==> config.mk <==
export PLATFORM = sky130hd
export DESIGN_NAME = ifu_fetch
export DESIGN_NICKNAME = d
export VERILOG_FILES = /design/src/rtl/ifu_fetch_pkg.sv /design/src/rtl/ifu_ibuf.sv /design/src/rtl/ifu_fetch.sv
export SDC_FILE = /design/constraint.sdc
export NUM_CORES = 1
export LEC_CHECK = 0
export ABC_AREA = 1
export CAP_MARGIN = 20
export CORE_MARGIN = 5
export CORE_UTILIZATION = 40
export CTS_CLUSTER_SIZE = 8
export DETAILED_ROUTE_END_ITERATION = 10
export PLACE_DENSITY_LB_ADDON = 0.2
export SYNTH_ARGS = -nofsm -noshare
export SYNTH_HDL_FRONTEND = slang
export SYNTH_HIERARCHICAL = 1
export SYNTH_SLANG_ARGS = --single-unit
==> constraint.sdc <==
create_clock -name clk -period 11.5 [get_ports clk]
set_input_delay 2.3 -clock clk [delete_from_list [all_inputs] [get_ports clk]]
set_output_delay 2.3 -clock clk [all_outputs]
set_load 0.02 [all_outputs]
==> src/rtl/ifu_fetch_pkg.sv <==
// ============================================================================
//  Module      : ifu_fetch_pkg
//  Description : Shared constants for the instruction fetch unit: FSM state
//                encodings, instruction width and the sequential PC step.
//  Revision    : 1.0 - initial release
// ============================================================================
`default_nettype none

`ifndef XLEN
`define XLEN 32
`endif

package ifu_fetch_pkg;

    localparam int                c_INSTR_W = 32;
    localparam logic [`XLEN-1:0]  c_PC_INC  = `XLEN'd4;

    localparam logic [1:0] S_REQ  = 2'd0;
    localparam logic [1:0] S_WAIT = 2'd1;
    localparam logic [1:0] S_DROP = 2'd2;

    // Redirect targets are forced onto a word boundary.
    function automatic logic [`XLEN-1:0] align_pc(input logic [`XLEN-1:0] pc);
        return pc & {{(`XLEN-2){1'b1}}, 2'b00};
    endfunction

endpackage

`default_nettype wire

==> src/rtl/ifu_ibuf.sv <==
// ============================================================================
//  Module      : ifu_ibuf
//  Description : Synchronous {instr, pc} FIFO with push/pop/flush and a
//                free-entry count; pointers carry an extra wrap bit.
//  Revision    : 1.0 - initial release
// ============================================================================
`default_nettype none

module ifu_ibuf
    import ifu_fetch_pkg::*;
#(
    parameter int DEPTH = 2
) (
    input  logic                   clk,
    input  logic                   rst,
    input  logic                   i_push,
    input  logic                   i_pop,
    input  logic                   i_flush,
    input  logic [c_INSTR_W-1:0]   i_instr,
    input  logic [`XLEN-1:0]       i_pc,
    output logic                   o_valid,
    output logic [c_INSTR_W-1:0]   o_instr,
    output logic [`XLEN-1:0]       o_pc,
    output logic [$clog2(DEPTH):0] o_free_cnt
);

    localparam int PW = $clog2(DEPTH) + 1;

    logic [PW-1:0]        wr_ptr_q, wr_ptr_d;
    logic [PW-1:0]        rd_ptr_q, rd_ptr_d;
    logic [c_INSTR_W-1:0] instr_q [DEPTH];
    logic [`XLEN-1:0]     pc_q    [DEPTH];
    logic [PW-1:0]        w_count;
    logic                 w_empty;

    always_comb begin
        w_count    = wr_ptr_q - rd_ptr_q;
        w_empty    = (wr_ptr_q == rd_ptr_q);
        o_free_cnt = PW'(DEPTH) - w_count;
        o_valid    = !w_empty && !rst;
        o_instr    = o_valid ? instr_q[rd_ptr_q[PW-2:0]] : '0;
        o_pc       = o_valid ? pc_q[rd_ptr_q[PW-2:0]]    : '0;

        wr_ptr_d   = wr_ptr_q + PW'(i_push);
        rd_ptr_d   = rd_ptr_q + PW'(i_pop && !w_empty);
        // Flush wins over a same-cycle push or pop.
        if (i_flush) begin
            wr_ptr_d = '0;
            rd_ptr_d = '0;
        end
    end

    always_ff @(posedge clk) begin
        if (rst) begin
            wr_ptr_q <= '0;
            rd_ptr_q <= '0;
        end else begin
            wr_ptr_q <= wr_ptr_d;
            rd_ptr_q <= rd_ptr_d;
        end
    end

    always_ff @(posedge clk) begin
        if (i_push && !i_flush) begin
            instr_q[wr_ptr_q[PW-2:0]] <= i_instr;
            pc_q[wr_ptr_q[PW-2:0]]    <= i_pc;
        end
    end

endmodule

`default_nettype wire

==> src/rtl/ifu_fetch.sv <==
// ============================================================================
//  Module      : ifu_fetch
//  Description : Fetch stage: owns the PC, issues single-outstanding word
//                fetches, buffers returns and honours execute redirects.
//                Optional IFU_PERF_CNT_EN adds fetch/flush perf counters.
//  Revision    : 1.0 - initial release
// ============================================================================
`default_nettype none

module ifu_fetch
    import ifu_fetch_pkg::*;
#(
    parameter logic [`XLEN-1:0] RESET_PC   = `XLEN'h8000_0000,
    parameter int               IBUF_DEPTH = 2
) (
    input  logic                 clk,
    input  logic                 rst,
    output logic                 imem_req_valid,
    input  logic                 imem_req_ready,
    output logic [`XLEN-1:0]     imem_req_addr,
    input  logic                 imem_rsp_valid,
    input  logic [c_INSTR_W-1:0] imem_rsp_data,
    input  logic                 jump_en,
    input  logic [`XLEN-1:0]     jump_pc,
    input  logic                 halt,
    output logic                 instr_valid,
    input  logic                 instr_ready,
    output logic [c_INSTR_W-1:0] instr,
    output logic [`XLEN-1:0]     data_pc,
    output logic [`XLEN-1:0]     snxt_pc
`ifdef IFU_PERF_CNT_EN
    ,
    output logic [63:0]          perf_fetch_cnt,
    output logic [63:0]          perf_flush_cnt
`endif
);

    localparam int FREE_W = $clog2(IBUF_DEPTH) + 1;

    logic [1:0]       state_q, state_d;
    logic [`XLEN-1:0] fetch_pc_q, fetch_pc_d;
    logic [`XLEN-1:0] pend_pc_q, pend_pc_d;
    logic             stale_q, stale_d;
    logic             hold_q, hold_d;

    logic [FREE_W-1:0] w_free_cnt;
    logic [`XLEN-1:0]  w_jump_pc;
    logic              w_req_fire;
    logic              w_push;

    always_comb begin
        w_jump_pc      = align_pc(jump_pc);
        // A request already on the bus stays up regardless of halt/occupancy.
        imem_req_valid = (state_q == S_REQ) && !rst
                         && (hold_q || (!halt && (w_free_cnt != '0)));
        imem_req_addr  = fetch_pc_q;
        w_req_fire     = imem_req_valid && imem_req_ready;
        w_push         = (state_q == S_WAIT) && imem_rsp_valid && !jump_en;
        snxt_pc        = instr_valid ? data_pc + c_PC_INC : '0;
    end

    always_comb begin
        state_d    = state_q;
        fetch_pc_d = fetch_pc_q;
        pend_pc_d  = pend_pc_q;
        stale_d    = stale_q;
        hold_d     = imem_req_valid && !imem_req_ready;
        case (state_q)
            S_REQ: begin
                if (w_req_fire) begin
                    state_d = (stale_q || jump_en) ? S_DROP : S_WAIT;
                    if (jump_en)      fetch_pc_d = w_jump_pc;
                    else if (stale_q) fetch_pc_d = pend_pc_q;
                    else              fetch_pc_d = fetch_pc_q + c_PC_INC;
                end else if (jump_en) begin
                    // Parked request keeps its address; target applies after acceptance.
                    if (imem_req_valid) begin
                        stale_d   = 1'b1;
                        pend_pc_d = w_jump_pc;
                    end else begin
                        fetch_pc_d = w_jump_pc;
                    end
                end
            end
            S_WAIT: begin
                if (jump_en) fetch_pc_d = w_jump_pc;
                if (imem_rsp_valid) state_d = S_REQ;
                else if (jump_en)   state_d = S_DROP;
            end
            S_DROP: begin
                if (jump_en) fetch_pc_d = w_jump_pc;
                if (imem_rsp_valid) begin
                    state_d = S_REQ;
                    stale_d = 1'b0;
                end
            end
            default: state_d = S_REQ;
        endcase
    end

    always_ff @(posedge clk) begin
        if (rst) begin
            state_q    <= S_REQ;
            fetch_pc_q <= RESET_PC;
            pend_pc_q  <= RESET_PC;
            stale_q    <= 1'b0;
            hold_q     <= 1'b0;
        end else begin
            state_q    <= state_d;
            fetch_pc_q <= fetch_pc_d;
            pend_pc_q  <= pend_pc_d;
            stale_q    <= stale_d;
            hold_q     <= hold_d;
        end
    end

    // In S_WAIT fetch_pc already points one word past the outstanding request.
    ifu_ibuf #(
        .DEPTH (IBUF_DEPTH)
    ) u_ibuf (
        .clk        (clk),
        .rst        (rst),
        .i_push     (w_push),
        .i_pop      (instr_valid && instr_ready),
        .i_flush    (jump_en),
        .i_instr    (imem_rsp_data),
        .i_pc       (fetch_pc_q - c_PC_INC),
        .o_valid    (instr_valid),
        .o_instr    (instr),
        .o_pc       (data_pc),
        .o_free_cnt (w_free_cnt)
    );

`ifdef IFU_PERF_CNT_EN
    logic [63:0] perf_fetch_q, perf_fetch_d;
    logic [63:0] perf_flush_q, perf_flush_d;
    logic        w_rsp_drop;

    always_comb begin
        w_rsp_drop     = imem_rsp_valid
                         && ((state_q == S_DROP) || ((state_q == S_WAIT) && jump_en));
        perf_fetch_d   = perf_fetch_q + 64'(instr_valid && instr_ready);
        perf_flush_d   = perf_flush_q + 64'(jump_en) + 64'(w_rsp_drop);
        perf_fetch_cnt = perf_fetch_q;
        perf_flush_cnt = perf_flush_q;
    end

    always_ff @(posedge clk) begin
        if (rst) begin
            perf_fetch_q <= '0;
            perf_flush_q <= '0;
        end else begin
            perf_fetch_q <= perf_fetch_d;
            perf_flush_q <= perf_flush_d;
        end
    end
`endif

endmodule

`default_nettype wire

==> results of run 1 <==
synthesized netlist by cell type, drive strengths merged (3+ instances only):
library cell,number
nand2,342
nor2,246
edfxtp,128
inv,104
a21oi,88
nand3,81
dfxtp,68
a21boi,64
o21ai,53
buf,47
xor2,35
nor3,24
clkbuf,22
nand4,16
xnor2,11
ha,9
nor4,4
nand3b,3
path summary, 6_finish.rpt:
path                            cells after the start          endpoint
worst max-delay path                               15       snxt_pc[24]
worst min-delay path                                2     pend_pc_q[17]
worst max register to register                     10  imem_req_addr[5]
worst min register to register                      2     pend_pc_q[17]
through the flow:
| stage | hold WS [ns] | worst slack, ns | cell area (µm²) | utilization |
|---|---|---|---|---|
| global route | 0.473 | 2.86 | 13600 | 0.505 |
| CTS | 0.460 | 3.13 | 13600 | 0.505 |
| floorplan | 0.425 | 4.69 | 10900 | - |
| detailed placement | 0.448 | 3.14 | 13000 | 0.481 |
| finish | 0.460 | 3.16 | 13600 | 0.505 |
| global placement | 0.438 | 3.17 | 13000 | 0.481 |
registers in the layout, summed over array words and instances, names as in the netlist:
name	cells
u_ibuf/pc_q	64
hold_q	1
imem_req_addr	30
u_ibuf/rd_ptr_q	2
pend_pc_q	30
u_ibuf/wr_ptr_q	2
state_q	2
u_ibuf/instr_q	64
stale_q	1
power by group:
| part | switching [mW] | internal [mW] | total, mW |
|---|---|---|---|
| sequential | 0.144 | 0.872 | 1.02 |
| combinational | 0.590 | 0.320 | 0.910 |
| clock | 0.325 | 0.309 | 0.634 |
| total | 1.06 | 1.50 | 2.56 |
area by class of cell:
cell class / instances / area share
Tap cell: 341 / 0.0314
Multi-Input combinational cell: 986 / 0.361
Clock inverter: 15 / 0.0157
Sequential cell: 196 / 0.383
Timing Repair Buffer: 204 / 0.149
Inverter: 104 / 0.0287
Clock buffer: 17 / 0.0313
cells in the final DEF (no fill, tap or decap), drive strengths merged, types with 4 or more instances in the layout:
| cell type | synthesis | layout |
|---|---|---|
| buf | 47 | 8 |
| inv | 104 | 116 |
| dfxtp | 68 | 68 |
| a21oi | 88 | 88 |
| clkbuf | 22 | 17 |
| conb | 1 | 6 |
| nand4 | 16 | 16 |
| xnor2 | 11 | 11 |
| nand3 | 81 | 81 |
| nor3 | 24 | 24 |
| clkdlybuf4s50 | 0 | 196 |
| xor2 | 35 | 35 |
| nor4 | 4 | 4 |
| ha | 9 | 9 |
| edfxtp | 128 | 128 |
| nor2 | 246 | 246 |
| a21boi | 64 | 64 |
| o21ai | 53 | 53 |
| nand2 | 342 | 342 |
tightest hold or removal path: stages (launching register included):
cell and delay (ns):
dfxtp_1 0.30, inv_1 0.06, a21oi_1 0.06
cells by family (layout without fill, tap and decap cells):
| family | after synthesis | in the layout | synth area share |
|---|---|---|---|
| AND/OR/NAND/NOR | 716 | 716 | 0.286 |
| AO/OA/AOI/OAI | 209 | 209 | 0.113 |
| flip-flops | 196 | 196 | 0.477 |
| buffers and inverters | 173 | 340 | 0.0765 |
| XOR/XNOR | 46 | 46 | 0.0369 |
| adder cells (fa/ha/maj) | 9 | 9 | 0.0103 |
| other | 1 | 6 | 0.000343 |
per-layer routing:
metal | vias up | wire length, µm | global-route usage
li1 | 4752 | - | -
met1 | 4329 | 14200 | 0.276
met2 | 313 | 13600 | 0.309
met3 | 28 | 1870 | 0.0333
met4 | 0 | 399 | 0.0475
met5 | - | 0 | 0
==> impl_metrics.toml, run 1 <==
[outcome]
status = "complete, no violations"

[die]
placementRows = 60
die_h_um = 175
die_area_mm2 = 0.0307
io_pins = 201
initial_core_util = 0.405
coreArea_mm2 = 0.0270
die_w_um = 175

[worst_setup_path]
critPathRequiredTime_ns = 9.20
crit_top_cell = "nor2_1"
crit_chain = "clkdlybuf4s50_1 > buf_4 > inv_1 > nand2_2 > buf_4 > nor2_1 > ha_1 > nand2_1 > nor2_1 > inv_1 > nor3_1 > nand4_1 > xor2_1 > nor2_1 > clkdlybuf4s50_1"
arrival_ns = 6.04
crit_fanout = 64
slowest_delay_ns = 0.61
setup.worst_path.start_class = "input port"
r2r-start = "u_ibuf/wr_ptr_q[0]"
regToRegSetupSlack_ns = 8.63
path_buf_inv = 6
crit_path_end_kind = "primary output"
critical-path-slowest-cell = "clkdlybuf4s50_1"
crit_type = "input port to primary output"
crit_family = "buffers and inverters"
crit_start = "rst"

[clock_tree]
cts-root-buf = "clkbuf_16"
cts.sinks = 196
post_cts_resized = 0
postCtsSetupBuffers = 0
clk_path_buf_depth = 2
clk_pin_slew_ns = 0.08
htreeDepth = 4
clk_latency_ns = 0.44
cts_tree = "yes"
cts_buffers = 17
hold_buffers = 0

[route]
vias_per_cell = 5.06
drcViolationCount = 0
drtIter0Drc = 708
wl_per_cell_um = 16.1
final_antenna_net_count = 0
drt_pass1_iterations = 7
routed_wl_um = 30100
vias = 9422

[pwr]
p_leak_nw = 4.75
ir_drop_v = 0.000164
finalPower_mw = 2.56
power_density_mw_per_mm2 = 188

[sta]
rsz0062_at_grt = "false"
fin_setup_tns_ns = 0
min_period_ns = 8.34
fmax_ghz = 0.120
finClkSkew_ns = 0.0187
hold_viol_final = 0
slew_headroom = 0.349
tightest_slew_ns = 0.975
drv_slew = 0
min_period_over_period = 0.725
setup_viol = 0

[place]
hpwl_um = 21200
globalplace.congestion = 0.855
io_buffers = 196
post-place-cells = 1831

[hold_path]
hold_class = "flip-flop to flip-flop"
min_from = "pend_pc_q[17]"

[global_routing]
overflow = 0
grt_pass1_vias = 9043
grt.total_usage = 0.194
antenna_found_initial = 0
grt_pass1_wl_um = 48000
grt_start_max_net_pins = 66

[cells_and_area]
nFillCells = 2543
final_cells = 1863
layout-drive-gt1-share = 0.0749
ff_latch_area_mm2 = 0.00521
antenna_cells = 0
areaGrowthSynthToFinish_pct = 24.5
multi_input_comb_area_mm2 = 0.00491
layout.nets = 1589

[synthesis]
yosysTopAreaCellShare = 0.352
yosysWarnings = 6
ys_seq_area_frac = 0.477
synthFlopType = "edfxtp_1"
yosys-top-cells-area = "edfxtp_1 35%, dfxtp_1 12%, nand2_1 12%"
synth_area_leader_cell = "edfxtp_1"
syn_area_per_cell_um2 = 8.09
synth_cells = 1350
async_flop_share = 0
syn-cell-area_mm2 = 0.0109
synth_seq_cells = 196
synth_edf_count = 128
yosysUniqueCellTypes = 39

[flow_run]
cap_violations = 0
No activity file was read; power rests on OpenSTA's default activity.
==> inputs of run 2 (changes only) <==
Clock period 11.5 ns to 8.5 ns, I/O delays scaled along.
==> run 2 against run 1 <==
Compared with the run above:
- sequential share of layout area about the same
- clock power increased by 34%
- count of clock-buffer cells in the layout unchanged
- cell count about the same
- register-to-register slack got worse by 3.1 ns
- die area unchanged
- routed wire length increased by 0.63%
- critical path depth decreased by 2
- clock skew decreased by 0.0025 ns
- sequential power increased by 35%
- highest routed layer unchanged
- largest power group unchanged
- sequential cell count unchanged
==> impl_metrics.toml, run 2 (synthesized netlist as in run 1, its figures left out) <==
[sta]
min_period_over_period = 0.834
setup_viol = 0
finClkSkew_ns = 0.0163
min_period_ns = 7.09
tightest_slew_ns = 0.968
rsz0062_at_grt = "false"
fmax_ghz = 0.141
setup_ws_ns = 1.41
fin_setup_tns_ns = 0
slew_headroom = 0.353
drv_slew = 0
hold_ws_ns = 0.459
hold_viol_final = 0

[route]
wl_per_cell_um = 16.2
drcViolationCount = 0
vias = 9426
routed_wl_um = 30300
final_antenna_net_count = 0
vias_per_cell = 5.06
drt_pass1_iterations = 5
drtIter0Drc = 744

[worst_setup_path]
critical-path-slowest-cell = "clkdlybuf4s50_1"
setup.worst_path.start_class = "input port"
crit_top_cell = "nor2_1"
critPathRequiredTime_ns = 6.80
crit_chain = "clkdlybuf4s50_1 > inv_1 > nand2_2 > nor2_1 > ha_1 > nand2_1 > nor2_1 > inv_1 > nor3_1 > nand4_1 > xor2_1 > nor2_1 > clkdlybuf4s50_1"
crit_type = "input port to primary output"
slowest_delay_ns = 0.61
path_buf_inv = 4
crit_fanout = 31
crit_path_end_kind = "primary output"
arrival_ns = 5.39
regToRegSetupSlack_ns = 5.51
crit_family = "simple AND/OR/NAND/NOR gates"

[pwr]
ir_drop_v = 0.000193
p_leak_nw = 4.75
power_density_mw_per_mm2 = 254
finalPower_mw = 3.46

[clock_tree]
cts_tree = "yes"
hold_buffers = 0
clk_latency_ns = 0.44
htreeDepth = 4
cts.sinks = 196
post_cts_resized = 0
clk_path_buf_depth = 2
clk_pin_slew_ns = 0.08
cts_buffers = 17
cts-root-buf = "clkbuf_16"
postCtsSetupBuffers = 0

[global_routing]
grt_start_max_net_pins = 66
grt.total_usage = 0.192
overflow = 0
grt_pass1_vias = 8834
antenna_found_initial = 0
grt_pass1_wl_um = 47600

[hold_path]
hold_class = "flip-flop to flip-flop"

[die]
die_w_um = 175
initial_core_util = 0.405
die_area_mm2 = 0.0307
io_pins = 201
placementRows = 60
die_h_um = 175
coreArea_mm2 = 0.0270

[place]
dp_worst_setup_slack_ns = 1.37
io_buffers = 196
hpwl_um = 21400
globalplace.congestion = 0.864
post-place-cells = 1830

[cells_and_area]
layout-drive-gt1-share = 0.0743
layout_commonest_cell = "nand2_1"
final_cells = 1862
layout.nets = 1588
layout_common_cells = "336 x nand2_1, 205 x nor2_1, 196 x clkdlybuf4s50_1"
areaGrowthSynthToFinish_pct = 24.5
antenna_cells = 0

[outcome]
status = "complete, no violations"

[flow_run]
cap_violations = 0
[run 2: cell count changes in the layout (fill, tap and decap cells not counted), sizes merged]
cell | previous run | this run
buf | 8 | 7
[run 2: per-stage QoR]
step                      utilization  area, µm²
after floorplan                     -      10900
after global placement          0.481      12900
after detailed placement        0.481      12900
after CTS                       0.504      13600
after global routing            0.504      13600
final                           0.504      13600
[run 2: final timing paths]
check	cells after the start	start	end
max	13	rst	snxt_pc[24]
min	2	pend_pc_q[10]	pend_pc_q[10]
max reg2reg	12	u_ibuf/wr_ptr_q[0]	u_ibuf/rd_ptr_q[1]
min reg2reg	2	pend_pc_q[10]	pend_pc_q[10]
[run 2: where the power goes]
part	internal [mW]	switching, mW
clock	0.417	0.432
sequential	1.18	0.196
combinational	0.432	0.799
[run 2: metal layers]
layer / vias up / GRT usage / share of wire
li1: 4733 / - / -
met1: 4354 / 0.276 / 0.48
met2: 309 / 0.302 / 0.45
met3: 30 / 0.0368 / 0.065
met4: 0 / 0.0439 / 0.015
met5: - / 0 / 0
[run 2: cell type report]
type | instances | area (µm²)
Clock buffer | 17 | 425
Clock inverter | 15 | 214
Fill cell | 2597 | 13400
Inverter | 104 | 390
Multi-Input combinational cell | 986 | 4910
Sequential cell | 196 | 5210
Tap cell | 341 | 427
Timing Repair Buffer | 203 | 2010
[run 2: tightest hold or removal path: stages (launching register included)]
cell     delay [ns]
dfxtp_1        0.30
inv_1          0.06
a21oi_1        0.05
==> inputs of run 3 (changes only) <==
Clock period 8.5 ns to 6.92 ns, I/O delays scaled along.
==> run 3 against run 2 <==
Compared with the run above:
- clock power rose by 26%
- cell count rose by 0.11%
- setup slack got worse by 0.34 ns
- largest power group unchanged
==> impl_metrics.toml, run 3 (synthesized netlist as in run 1, its figures left out) <==
[sta]
hold_viol_final = 0
tightest_slew_ns = 0.957
min_period_ns = 5.85
fmax_ghz = 0.171
finClkSkew_ns = 0.0148
fin_setup_tns_ns = 0
rsz0062_at_grt = "false"
min_period_over_period = 0.846
setup_viol = 0
drv_slew = 0
slew_headroom = 0.360

[clock_tree]
cts-root-buf = "clkbuf_16"
clk_latency_ns = 0.44
htreeDepth = 4
clk_pin_slew_ns = 0.08
cts_buffers = 17
cts.sinks = 196
cts_tree = "yes"
postCtsSetupBuffers = 0
hold_buffers = 0
post_cts_resized = 0
clk_path_buf_depth = 2

[pwr]
p_leak_nw = 4.76
p_sw_mw = 1.77
comb_power_share = 0.354
cellInternalPower_mw = 2.50
switching_share = 0.415
ir_drop_v = 0.000240
pwr-share-clk = 0.251
pwr-share-seq = 0.396
power_density_mw_per_mm2 = 314

[die]
coreArea_mm2 = 0.0270
die_w_um = 175
placementRows = 60
io_pins = 201
initial_core_util = 0.405
die_h_um = 175
die_area_mm2 = 0.0307

[worst_setup_path]
crit_type = "input port to primary output"
crit_fanout = 13
r2r-start = "u_ibuf/rd_ptr_q[0]"
arrival_ns = 4.47
crit_start = "rst"
setup.worst_path.start_class = "input port"
crit_path_end_kind = "primary output"
critPathRequiredTime_ns = 5.54

[cells_and_area]
layout_common_cells = "336 x nand2_1, 205 x nor2_1, 196 x clkdlybuf4s50_1"
nFillCells = 2612
areaGrowthSynthToFinish_pct = 24.7
multi_input_comb_area_mm2 = 0.00491
fin_area_mm2 = 0.0136
layout-drive-gt1-share = 0.0755
ff_latch_area_mm2 = 0.00521
layout.nets = 1590
layout_commonest_cell = "nand2_1"
antenna_cells = 0

[outcome]
status = "complete, no violations"

[place]
globalplace.congestion = 0.850
io_buffers = 196
place_area_mm2 = 0.0130
hpwl_um = 21600

[flow_run]
cap_violations = 0

[route]
vias_per_cell = 5.02
vias = 9360
final_antenna_net_count = 0
wl_per_cell_um = 16.2
routed_wl_um = 30200
drt_pass1_iterations = 5
drtIter0Drc = 602
drcViolationCount = 0

[global_routing]
grt_start_max_net_pins = 66
grt.total_usage = 0.193
antenna_found_initial = 0
grt_pass1_wl_um = 47700
overflow = 0
grt_pass1_vias = 8898

[hold_path]
hold_class = "flip-flop to flip-flop"
min_from = "pend_pc_q[28]"
## run 3: changes by cell type in the layout (fill, tap and decap cells not counted), sizes merged
| cell | delta |
|---|---|
| inv | -1 |
| clkinv | +1 |
| buf | +2 |
## run 3: per-layer routing
metal	share of wire	vias up	global-route usage	wire length, µm
met5	0	-	0	0
met4	0.018	0	0.0540	549
met3	0.056	30	0.0335	1680
met2	0.45	263	0.305	13600
met1	0.48	4314	0.273	14400
li1	-	4753	-	-
## run 3: path summary, 6_finish.rpt
| kind | endpoint | slack [ns] | cells after the start |
|---|---|---|---|
| max | snxt_pc[24] | 1.07 | 14 |
| min | pend_pc_q[28] | 0.46 | 2 |
| max reg2reg | imem_req_addr[19] | 3.82 | 10 |
| min reg2reg | pend_pc_q[28] | 0.46 | 2 |
## run 3: area by class of cell
class                      count  share of cell area
clock buffer                  17              0.0312
clock inverter                15              0.0169
inverter                     104              0.0287
multi-input combinational    986               0.361
sequential                   196               0.382
tap                          341              0.0313
timing repair buffer         205               0.149
## run 3: through the flow
step | hold WS, ns | power, mW | utilization | cells | worst slack, ns
finish | 0.459 | 4.27 | 0.505 | 1864 | 1.07
global placement | 0.437 | 3.19 | 0.481 | 1832 | 1.09
floorplan | 0.425 | 2.74 | - | 1355 | 1.79
global route | 0.485 | 4.53 | 0.505 | 1864 | 0.796
CTS | 0.456 | 4.29 | 0.505 | 1864 | 1.04
detailed placement | 0.444 | 3.21 | 0.481 | 1832 | 1.04
## run 3: worst max-delay path: stages
cell	delay, ns
clkdlybuf4s50_1	0.42
inv_1	0.11
nand2_2	0.18
nor2_1	0.13
buf_4	0.17
ha_1	0.26
nand2_1	0.07
nor2_1	0.14
inv_1	0.14
nor3_1	0.33
nand4_1	0.20
xor2_1	0.19
nor2_1	0.10
clkdlybuf4s50_1	0.62
## run 3: power by group through the flow
stage	Sequential (mW)	Clock [mW]	Combinational (mW)
global route	1.71	1.14	1.68
finish	1.69	1.07	1.51
detailed placement	1.71	0	1.51
CTS	1.68	1.09	1.52
floorplan	1.66	0	1.08
global placement	1.71	0	1.48
